File: config.mk
export PLATFORM = sky130hd
export DESIGN_NAME = step_scheduler
export DESIGN_NICKNAME = d
export VERILOG_FILES = /design/src/rtl/step_sched_pkg.sv /design/src/rtl/step_scheduler_chk.sv /design/src/rtl/step_scheduler.sv
export SDC_FILE = /design/constraint.sdc
export NUM_CORES = 1
export LEC_CHECK = 0
export ABC_AREA = 1
export CAP_MARGIN = 20
export CORE_UTILIZATION = 35
export CTS_BUF_LIST = sky130_fd_sc_hd__clkbuf_16
export DETAILED_ROUTE_END_ITERATION = 6
export PLACE_DENSITY_LB_ADDON = 0.05
export SLEW_MARGIN = 5
export SYNTH_ARGS = -nofsm -noshare
export SYNTH_HDL_FRONTEND = slang
export SYNTH_SLANG_ARGS = --single-unit
File: constraint.sdc
create_clock -name clk -period 3.2 [get_ports clk]
set_input_delay 0.8 -clock clk [delete_from_list [all_inputs] [get_ports clk]]
set_output_delay 0.8 -clock clk [all_outputs]
set_load 0.02 [all_outputs]
File: src/rtl/step_sched_pkg.sv
// Shared types and datapath constants for the x/y step scheduler.
// The datapath resets to (X_RST, Y_RST) and adds (X_STEP, Y_STEP) per select.
package step_sched_pkg;

    typedef enum logic [1:0] {
        IDLE,
        RUN,
        CHECK,
        DONE
    } state_e;

    localparam int X_RST  = 2;
    localparam int Y_RST  = 0;
    localparam int X_STEP = 2;
    localparam int Y_STEP = 1;

endpackage

File: src/rtl/step_scheduler_chk.sv
// Combinational invariant check of the datapath's x/y pair.
// x must track y along the stepping line; y must equal start plus steps.
module xy_invariant_chk
    import step_sched_pkg::*;
#(
    parameter int CNT_W = 8
) (
    input  logic [CNT_W-1:0] x,
    input  logic [CNT_W-1:0] y,
    input  logic [CNT_W-1:0] y_start,
    input  logic [CNT_W-1:0] n_steps,
    output logic             mismatch
);

    logic [CNT_W-1:0] x_exp;
    logic [CNT_W-1:0] y_exp;

    // Expected values wrap modulo 2^CNT_W, matching the datapath registers
    always_comb begin
        x_exp = CNT_W'(X_STEP) * y
              + CNT_W'(X_RST - X_STEP * Y_RST);
        y_exp = y_start + CNT_W'(Y_STEP) * n_steps;
        mismatch = (x != x_exp) || (y != y_exp);
    end

endmodule

File: src/rtl/step_scheduler.sv
// Issues a commanded number of selector cycles to the x/y datapath,
// then checks the post-burst values and keeps a sticky error flag.
module step_scheduler
    import step_sched_pkg::*;
#(
    parameter int CNT_W = 8,
    parameter int TOT_W = 16
) (
    input  logic             clk,
    input  logic             rst,
    input  logic             cmd_valid,
    output logic             cmd_ready,
    input  logic [CNT_W-1:0] cmd_steps,
    input  logic             hold,
    input  logic             abort,
    input  logic [CNT_W-1:0] x_in,
    input  logic [CNT_W-1:0] y_in,
    output logic             sel_out,
    output logic             busy,
    output logic             done,
    output logic             aborted,
    output logic             err,
    input  logic             err_clr,
    output logic [TOT_W-1:0] total_steps
);

    state_e           state_q, state_d;
    logic [CNT_W-1:0] rem_q, rem_d;
    logic [CNT_W-1:0] cnt_q, cnt_d;
    logic [CNT_W-1:0] ystart_q, ystart_d;
    logic             aborted_q, aborted_d;
    logic             err_q, err_d;
    logic [TOT_W-1:0] total_q, total_d;

    logic [CNT_W-1:0] n_steps;
    logic             mismatch;

    assign sel_out     = (state_q == RUN) && !hold && !abort;
    assign cmd_ready   = (state_q == IDLE);
    assign busy        = !cmd_ready;
    assign done        = (state_q == DONE);
    assign aborted     = aborted_q;
    assign err         = err_q;
    assign total_steps = total_q;

    // Steps actually issued so far in this burst
    assign n_steps = cnt_q - rem_q;

    xy_invariant_chk #(
        .CNT_W(CNT_W)
    ) u_chk (
        .x       (x_in),
        .y       (y_in),
        .y_start (ystart_q),
        .n_steps (n_steps),
        .mismatch(mismatch)
    );

    // Next-state, burst counters, sticky error and lifetime step count
    always_comb begin
        state_d   = state_q;
        rem_d     = rem_q;
        cnt_d     = cnt_q;
        ystart_d  = ystart_q;
        aborted_d = 1'b0;
        err_d     = err_q;
        total_d   = total_q + TOT_W'(sel_out);

        unique case (state_q)
            IDLE: begin
                if (cmd_valid) begin
                    ystart_d = y_in;
                    cnt_d    = cmd_steps;
                    rem_d    = cmd_steps;
                    state_d  = (cmd_steps == '0) ? DONE : RUN;
                end
            end
            RUN: begin
                if (abort) begin
                    state_d   = DONE;
                    aborted_d = 1'b1;
                end else if (!hold) begin
                    rem_d = rem_q - 1'b1;
                    if (rem_q == CNT_W'(1)) begin
                        state_d = CHECK;
                    end
                end
            end
            CHECK: begin
                state_d = DONE;
            end
            DONE: begin
                state_d = IDLE;
            end
            default: begin
                state_d = IDLE;
            end
        endcase

        // A new failure wins over a clear in the same cycle
        if ((state_q == CHECK) && mismatch) begin
            err_d = 1'b1;
        end else if (err_clr) begin
            err_d = 1'b0;
        end
    end

    // State and counter registers
    always_ff @(posedge clk or posedge rst) begin
        if (rst) begin
            state_q   <= IDLE;
            rem_q     <= '0;
            cnt_q     <= '0;
            ystart_q  <= '0;
            aborted_q <= 1'b0;
            err_q     <= 1'b0;
            total_q   <= '0;
        end else begin
            state_q   <= state_d;
            rem_q     <= rem_d;
            cnt_q     <= cnt_d;
            ystart_q  <= ystart_d;
            aborted_q <= aborted_d;
            err_q     <= err_d;
            total_q   <= total_d;
        end
    end

endmodule

==> out/metrics.yaml, run 1 <==
clock_network:
  root_buffer: "clkbuf_16"
  ctsResizeCount: 0
  clk_pin_slew_ps: 60
  h-tree-depth: 2
  numCtsBuffers: 5
  cts_tree: "yes"
  clkSinkCount: 44
  clk_latency_ps: 280
  postCtsSetupBuffers: 0
  cts_hold_buf: 0
  cts_buffer_depth: 2
global_routing:
  grt_max_degree: 32
  grt_overflow: 0
  grt_pass1_wl_um: 11600
  antenna_found_initial: 0
  grt_use_total: 0.167
  grt_pass1_vias: 2519
final_layout:
  fillers: 814
  instances_no_fill: 563
  fin_nets: 511
  diodes: 0
  area_growth_pct: 26.9
  drive_gt1_frac: 0.0590
placed_design:
  gp_congestion: 0.781
  hpwl_um: 5370
  dp_cells: 555
  io_buffers: 51
pwr:
  p_sw_w: 0.00196
  p_clk_frac: 0.142
  p_comb_frac: 0.631
  p_int_w: 0.00222
  swShare: 0.469
  peakVddDrop_v: 0.000575
  powerDensity_mw_per_mm2: 1090
  sequentialPowerShare: 0.227
  p_leak_nw: 2.01
synth:
  synth.net_count: 455
  seq_area_frac_synth: 0.363
  synth-warning-count: 0
  synth_area_sq_mm: 0.00303
  syn_inst: 401
  synth_cell_types: 36
  syn_area_per_cell_sq_um: 7.56
  synth_seq_cells: 44
  synthTopCellsByArea: "dfrtp_1 (36%), nand2_1 (12%), inv_1 (10%)"
  yosys.area.top_type: "dfrtp_1"
  yosysTopAreaCellShare: 0.363
routing:
  drtIter0Drc: 120
  routed_via_density: 4.57
  vias: 2575
  routed_wl_um: 6740
  wl_per_cell_um: 12.0
  ant_nets: 0
  drcViolationCount: 0
  firstDrtPassIters: 4
timing:
  hold_viol_final: 0
  worst_slew_margin_rel: 0.478
  hold_ws_ps: 483
  finalSetupTns_ps: 0
  max_clock_freq_mhz: 335
  slew_viol_final: 0
  period_minus_slack_ps: 2980
  setup_violations: 0
  worst_pin_slew_ps: 779
  finalCritPeriodShare: 0.933
  rsz0062_at_grt: "false"
  skew_ps: 3.17
floorplan:
  start_util: 0.365
  dieHeight_um: 95.1
  coreArea_sq_mm: 0.00830
  die_w_um: 95.1
  ios: 52
  die-area_sq_mm: 0.00903
  fp-row-count: 33
critical_path:
  end_kind: "output pin"
  crit_chain: "clkdlybuf4s50_1 -> nor3_1 -> clkdlybuf4s50_1"
  critPathRequiredTime_ps: 2400
  cpMaxStageDelayCell: "clkdlybuf4s50_1"
  worst_setup_path_start_kind: "primary input"
  crit_fanout: 4
  crit_top_cell: "clkdlybuf4s50_1"
  slowest_delay_ps: 660
  crit_type: "in -> out"
  worstPathArrival_ps: 2180
flow_run:
  max-cap-violations: 0
run_status:
  outcome: "complete, no violations"
worst_hold_path:
  hold_path_class: "reg -> reg"
-- state kept, by name, summed over array words and instances, names as in the netlist --
register / cells
aborted: 1
cnt_q: 8
err: 1
rem_q: 8
state_q: 2
total_steps: 16
ystart_q: 8
-- kinds of logic (layout without fill, tap and decap cells) --
logic type      after synthesis  after routing  synth area share
simple gates                166            166             0.238
flops                        44             44             0.363
fa+ha+maj                    24             24             0.116
compound gates               50             50            0.0892
xor+xnor                     23             23            0.0690
mux                           2              2           0.00743
buf+inv                      92            149             0.117
-- metal layers --
metal	part of all wire	vias up	GRT usage
met5	0	-	0
met4	0.012	0	0.0556
met3	0.036	8	0.0239
met2	0.43	51	0.259
met1	0.52	1171	0.237
li1	-	1345	-
-- cells in the mapped netlist (all sizes together) --
master / n
xnor2: 9
buf: 2
o21ai: 30
mux2: 2
ha: 17
dfrtp: 44
and3: 1
nor4: 1
fa: 7
a32o: 1
nand4: 5
or2: 2
nand3: 20
inv: 85
xor2: 14
and2: 1
nand2: 102
nor3b: 1
o41ai: 1
a211oi: 1
clkbuf: 5
o22ai: 2
a21oi: 13
o211ai: 1
a32oi: 1
nor2: 29
nand3b: 1
nor3: 3
-- area by class of cell --
cell class                 instances  area (sq um)  area share
timing repair buffer              56           548       0.142
clock buffer                       5           125      0.0325
inverter                          85           319      0.0830
tap                              105           131      0.0342
clock inverter                     3          46.3      0.0120
sequential                        44          1100       0.286
multi-input combinational        265          1580       0.410
-- power groups by stage --
stage | Combinational [W] | Clock, W | Sequential [W]
6_report | 0.00264 | 0.000592 | 0.000951
5_1_grt | 0.00310 | 0.000629 | 0.000981
4_1_cts | 0.00269 | 0.000611 | 0.000951
3_5_place_dp | 0.00268 | 0 | 0.000958
3_3_place_gp | 0.00264 | 0 | 0.000959
2_1_floorplan | 0.00200 | 0 | 0.000969
-- path summary, 6_finish.rpt --
path                                   startpoint                         to  slack, ps  cells past startpoint
min                          cnt_q[4]$_DFFE_PP0P_       cnt_q[4]$_DFFE_PP0P_        480                      2
min in group asynchronous                     rst          aborted$_DFF_PP0_        860                      2
max                                         abort                    sel_out        220                      3
max in group asynchronous                     rst  total_steps[14]$_DFF_PP0_       1740                      3
max reg2reg                state_q[1]$_DFFE_PP0P_  total_steps[14]$_DFF_PP0_        600                     13
min reg2reg                  cnt_q[4]$_DFFE_PP0P_       cnt_q[4]$_DFFE_PP0P_        480                      2
-- stage by stage --
step	util	worst slack (ps)	power [W]	instance area [sq um]
floorplan	-	351	0.00297	3030
global placement	0.443	217	0.00360	3670
detailed placement	0.443	172	0.00363	3670
CTS	0.463	198	0.00425	3850
global route	0.463	155	0.00471	3850
finish	0.463	215	0.00418	3850
-- critical path: cells and delay by family --
kind | cells | cell delay [ps]
buf+inv | 2 | 1110
simple gates | 1 | 270
-- cells in the final DEF, fill, tap and decap left out, drive strengths merged --
cell           instances
clkinv                 1
nor2                  29
a21oi                 13
nand3                 20
o21ai                 30
and2                   1
dfrtp                 44
nand4                  5
mux2                   2
a32o                   1
clkdlybuf4s50         51
or2                    2
o211ai                 1
and3                   1
o22ai                  2
buf                    5
xnor2                  9
clkinvlp               1
nor3b                  1
nor3                   3
fa                     7
ha                    17
inv                   85
a32oi                  1
clkbuf                 5
bufinv                 1
nor4                   1
a211oi                 1
nand2                102
o41ai                  1
xor2                  14
nand3b                 1
(Power assumes the default switching activity.)
==> run 2: changes to the inputs <==
Settings changed: CORE_UTILIZATION 35 to 54, REMOVE_ABC_BUFFERS from default to 1.
==> out/metrics.yaml, run 2 (same netlist as run 1, synthesis figures left out) <==
run_status:
  outcome: "complete, no violations"
global_routing:
  grt_overflow: 0
  antenna_found_initial: 0
  grt_max_degree: 45
  grt_pass1_wl_um: 10900
  grt_pass1_vias: 2506
  grt_use_total: 0.235
pwr:
  p_leak_nw: 2.01
  total_power_w: 0.00422
  powerDensity_mw_per_mm2: 1110
  peakVddDrop_v: 0.000657
critical_path:
  r2r_start: "state_q[1]$_DFFE_PP0P_"
  cpMaxStageDelayCell: "clkdlybuf4s50_1"
  critPathRequiredTime_ps: 2400
  crit_type: "in -> out"
  reg2reg_slack_ps: 510
  worstPathArrival_ps: 2280
  worstRegToRegCells: 13
  worst_setup_path_start_kind: "primary input"
  crit_fanout: 4
  crit_top_cell: "clkdlybuf4s50_1"
  end_kind: "output pin"
  crit_chain: "clkdlybuf4s50_1 -> nor3_1 -> clkdlybuf4s50_1"
  worstReg2RegEnd: "total_steps[14]$_DFF_PP0_"
  slowest_delay_ps: 680
timing:
  skew_ps: 5.20
  hold_viol_final: 0
  finalCritPeriodShare: 0.962
  worst_slew_margin_rel: 0.626
  finalSetupTns_ps: 0
  max_clock_freq_mhz: 325
  period_minus_slack_ps: 3080
  worst_pin_slew_ps: 561
  slew_viol_final: 0
  rsz0062_at_grt: "false"
  setup_violations: 0
final_layout:
  fin_nets: 510
  final_cell_mix: "nand2_1 (100), inv_1 (82), clkdlybuf4s50_1 (51)"
  drive_gt1_frac: 0.0569
  largest_register_ffs: 16
  final_common_cell: "nand2_1"
  area_growth_pct: 25.2
  diodes: 0
clock_network:
  cts_tree: "yes"
  postCtsSetupBuffers: 0
  numCtsBuffers: 5
  clk_pin_slew_ps: 70
  h-tree-depth: 2
  ctsResizeCount: 0
  cts_hold_buf: 0
  root_buffer: "clkbuf_16"
  clkSinkCount: 44
  clk_latency_ps: 280
  cts_buffer_depth: 2
worst_hold_path:
  min_to: "ystart_q[4]$_DFFE_PP0P_"
  whs_path_depth: 2
  hold_path_class: "reg -> reg"
  hold_start: "ystart_q[4]$_DFFE_PP0P_"
floorplan:
  die-area_sq_mm: 0.00592
  fp-row-count: 26
  die_w_um: 76.9
  coreArea_sq_mm: 0.00527
  dieHeight_um: 76.9
  start_util: 0.575
  ios: 52
routing:
  firstDrtPassIters: 4
  ant_nets: 0
  routed_wl_um: 6320
  wl_per_cell_um: 12.0
  drcViolationCount: 0
  drtIter0Drc: 139
  vias: 2591
  routed_via_density: 4.92
placed_design:
  hpwl_um: 4860
  gp_congestion: 0.863
  io_buffers: 51
flow_run:
  max-cap-violations: 0
-- run 2: where the power goes --
group	total, W	switching, W	internal, W	leakage (nW)
clock network	0.000589	0.000218	0.000371	0.0804
logic	0.00269	0.00161	0.00109	1.40
registers	0.000939	0.000171	0.000768	0.533
total	0.00422	0.00200	0.00222	2.01
-- run 2: worst max-delay path by stage --
stage,from,slack (ps),cells after the start,to
5_1_grt,abort,70,3,sel_out
3_3_place_gp,abort,120,3,sel_out
4_1_cts,abort,130,3,sel_out
6_report,abort,120,3,sel_out
3_5_place_dp,abort,100,11,total_steps[14]$_DFF_PP0_
2_1_floorplan,state_q[1]$_DFFE_PP0P_,430,12,total_steps[14]$_DFF_PP0_
-- run 2: worst max-delay path, delay by kind of cell --
family / cells / cell delay [ps]
buffers and inverters: 2 / 1140
AND/OR/NAND/NOR: 1 / 340
-- run 2: area by class of cell --
cell class / instances / area (sq um)
clock buffer: 5 / 125
clock inverter: 3 / 46.3
sequential: 44 / 1100
fill: 449 / 1480
timing repair buffer: 55 / 541
multi-input combinational: 265 / 1580
tap: 70 / 87.6
inverter: 85 / 319
-- run 2: metal layers --
| layer | track usage | share of wire | vias to the layer above |
|---|---|---|---|
| li1 | - | - | 1348 |
| met1 | 0.303 | 0.47 | 1184 |
| met2 | 0.385 | 0.48 | 51 |
| met3 | 0.0548 | 0.041 | 8 |
| met4 | 0.0827 | 0.017 | 0 |
| met5 | 0 | 0 | - |
-- run 2: stage by stage --
stage / setup slack [ps] / util / cells / cell area [sq um] / hold WS, ps
floorplan: 434 / - / 394 / 3000 / 453
global placement: 124 / 0.688 / 519 / 3620 / 466
detailed placement: 100 / 0.688 / 519 / 3620 / 473
CTS: 126 / 0.720 / 527 / 3790 / 489
global route: 67.6 / 0.720 / 527 / 3790 / 506
finish: 121 / 0.720 / 527 / 3790 / 488
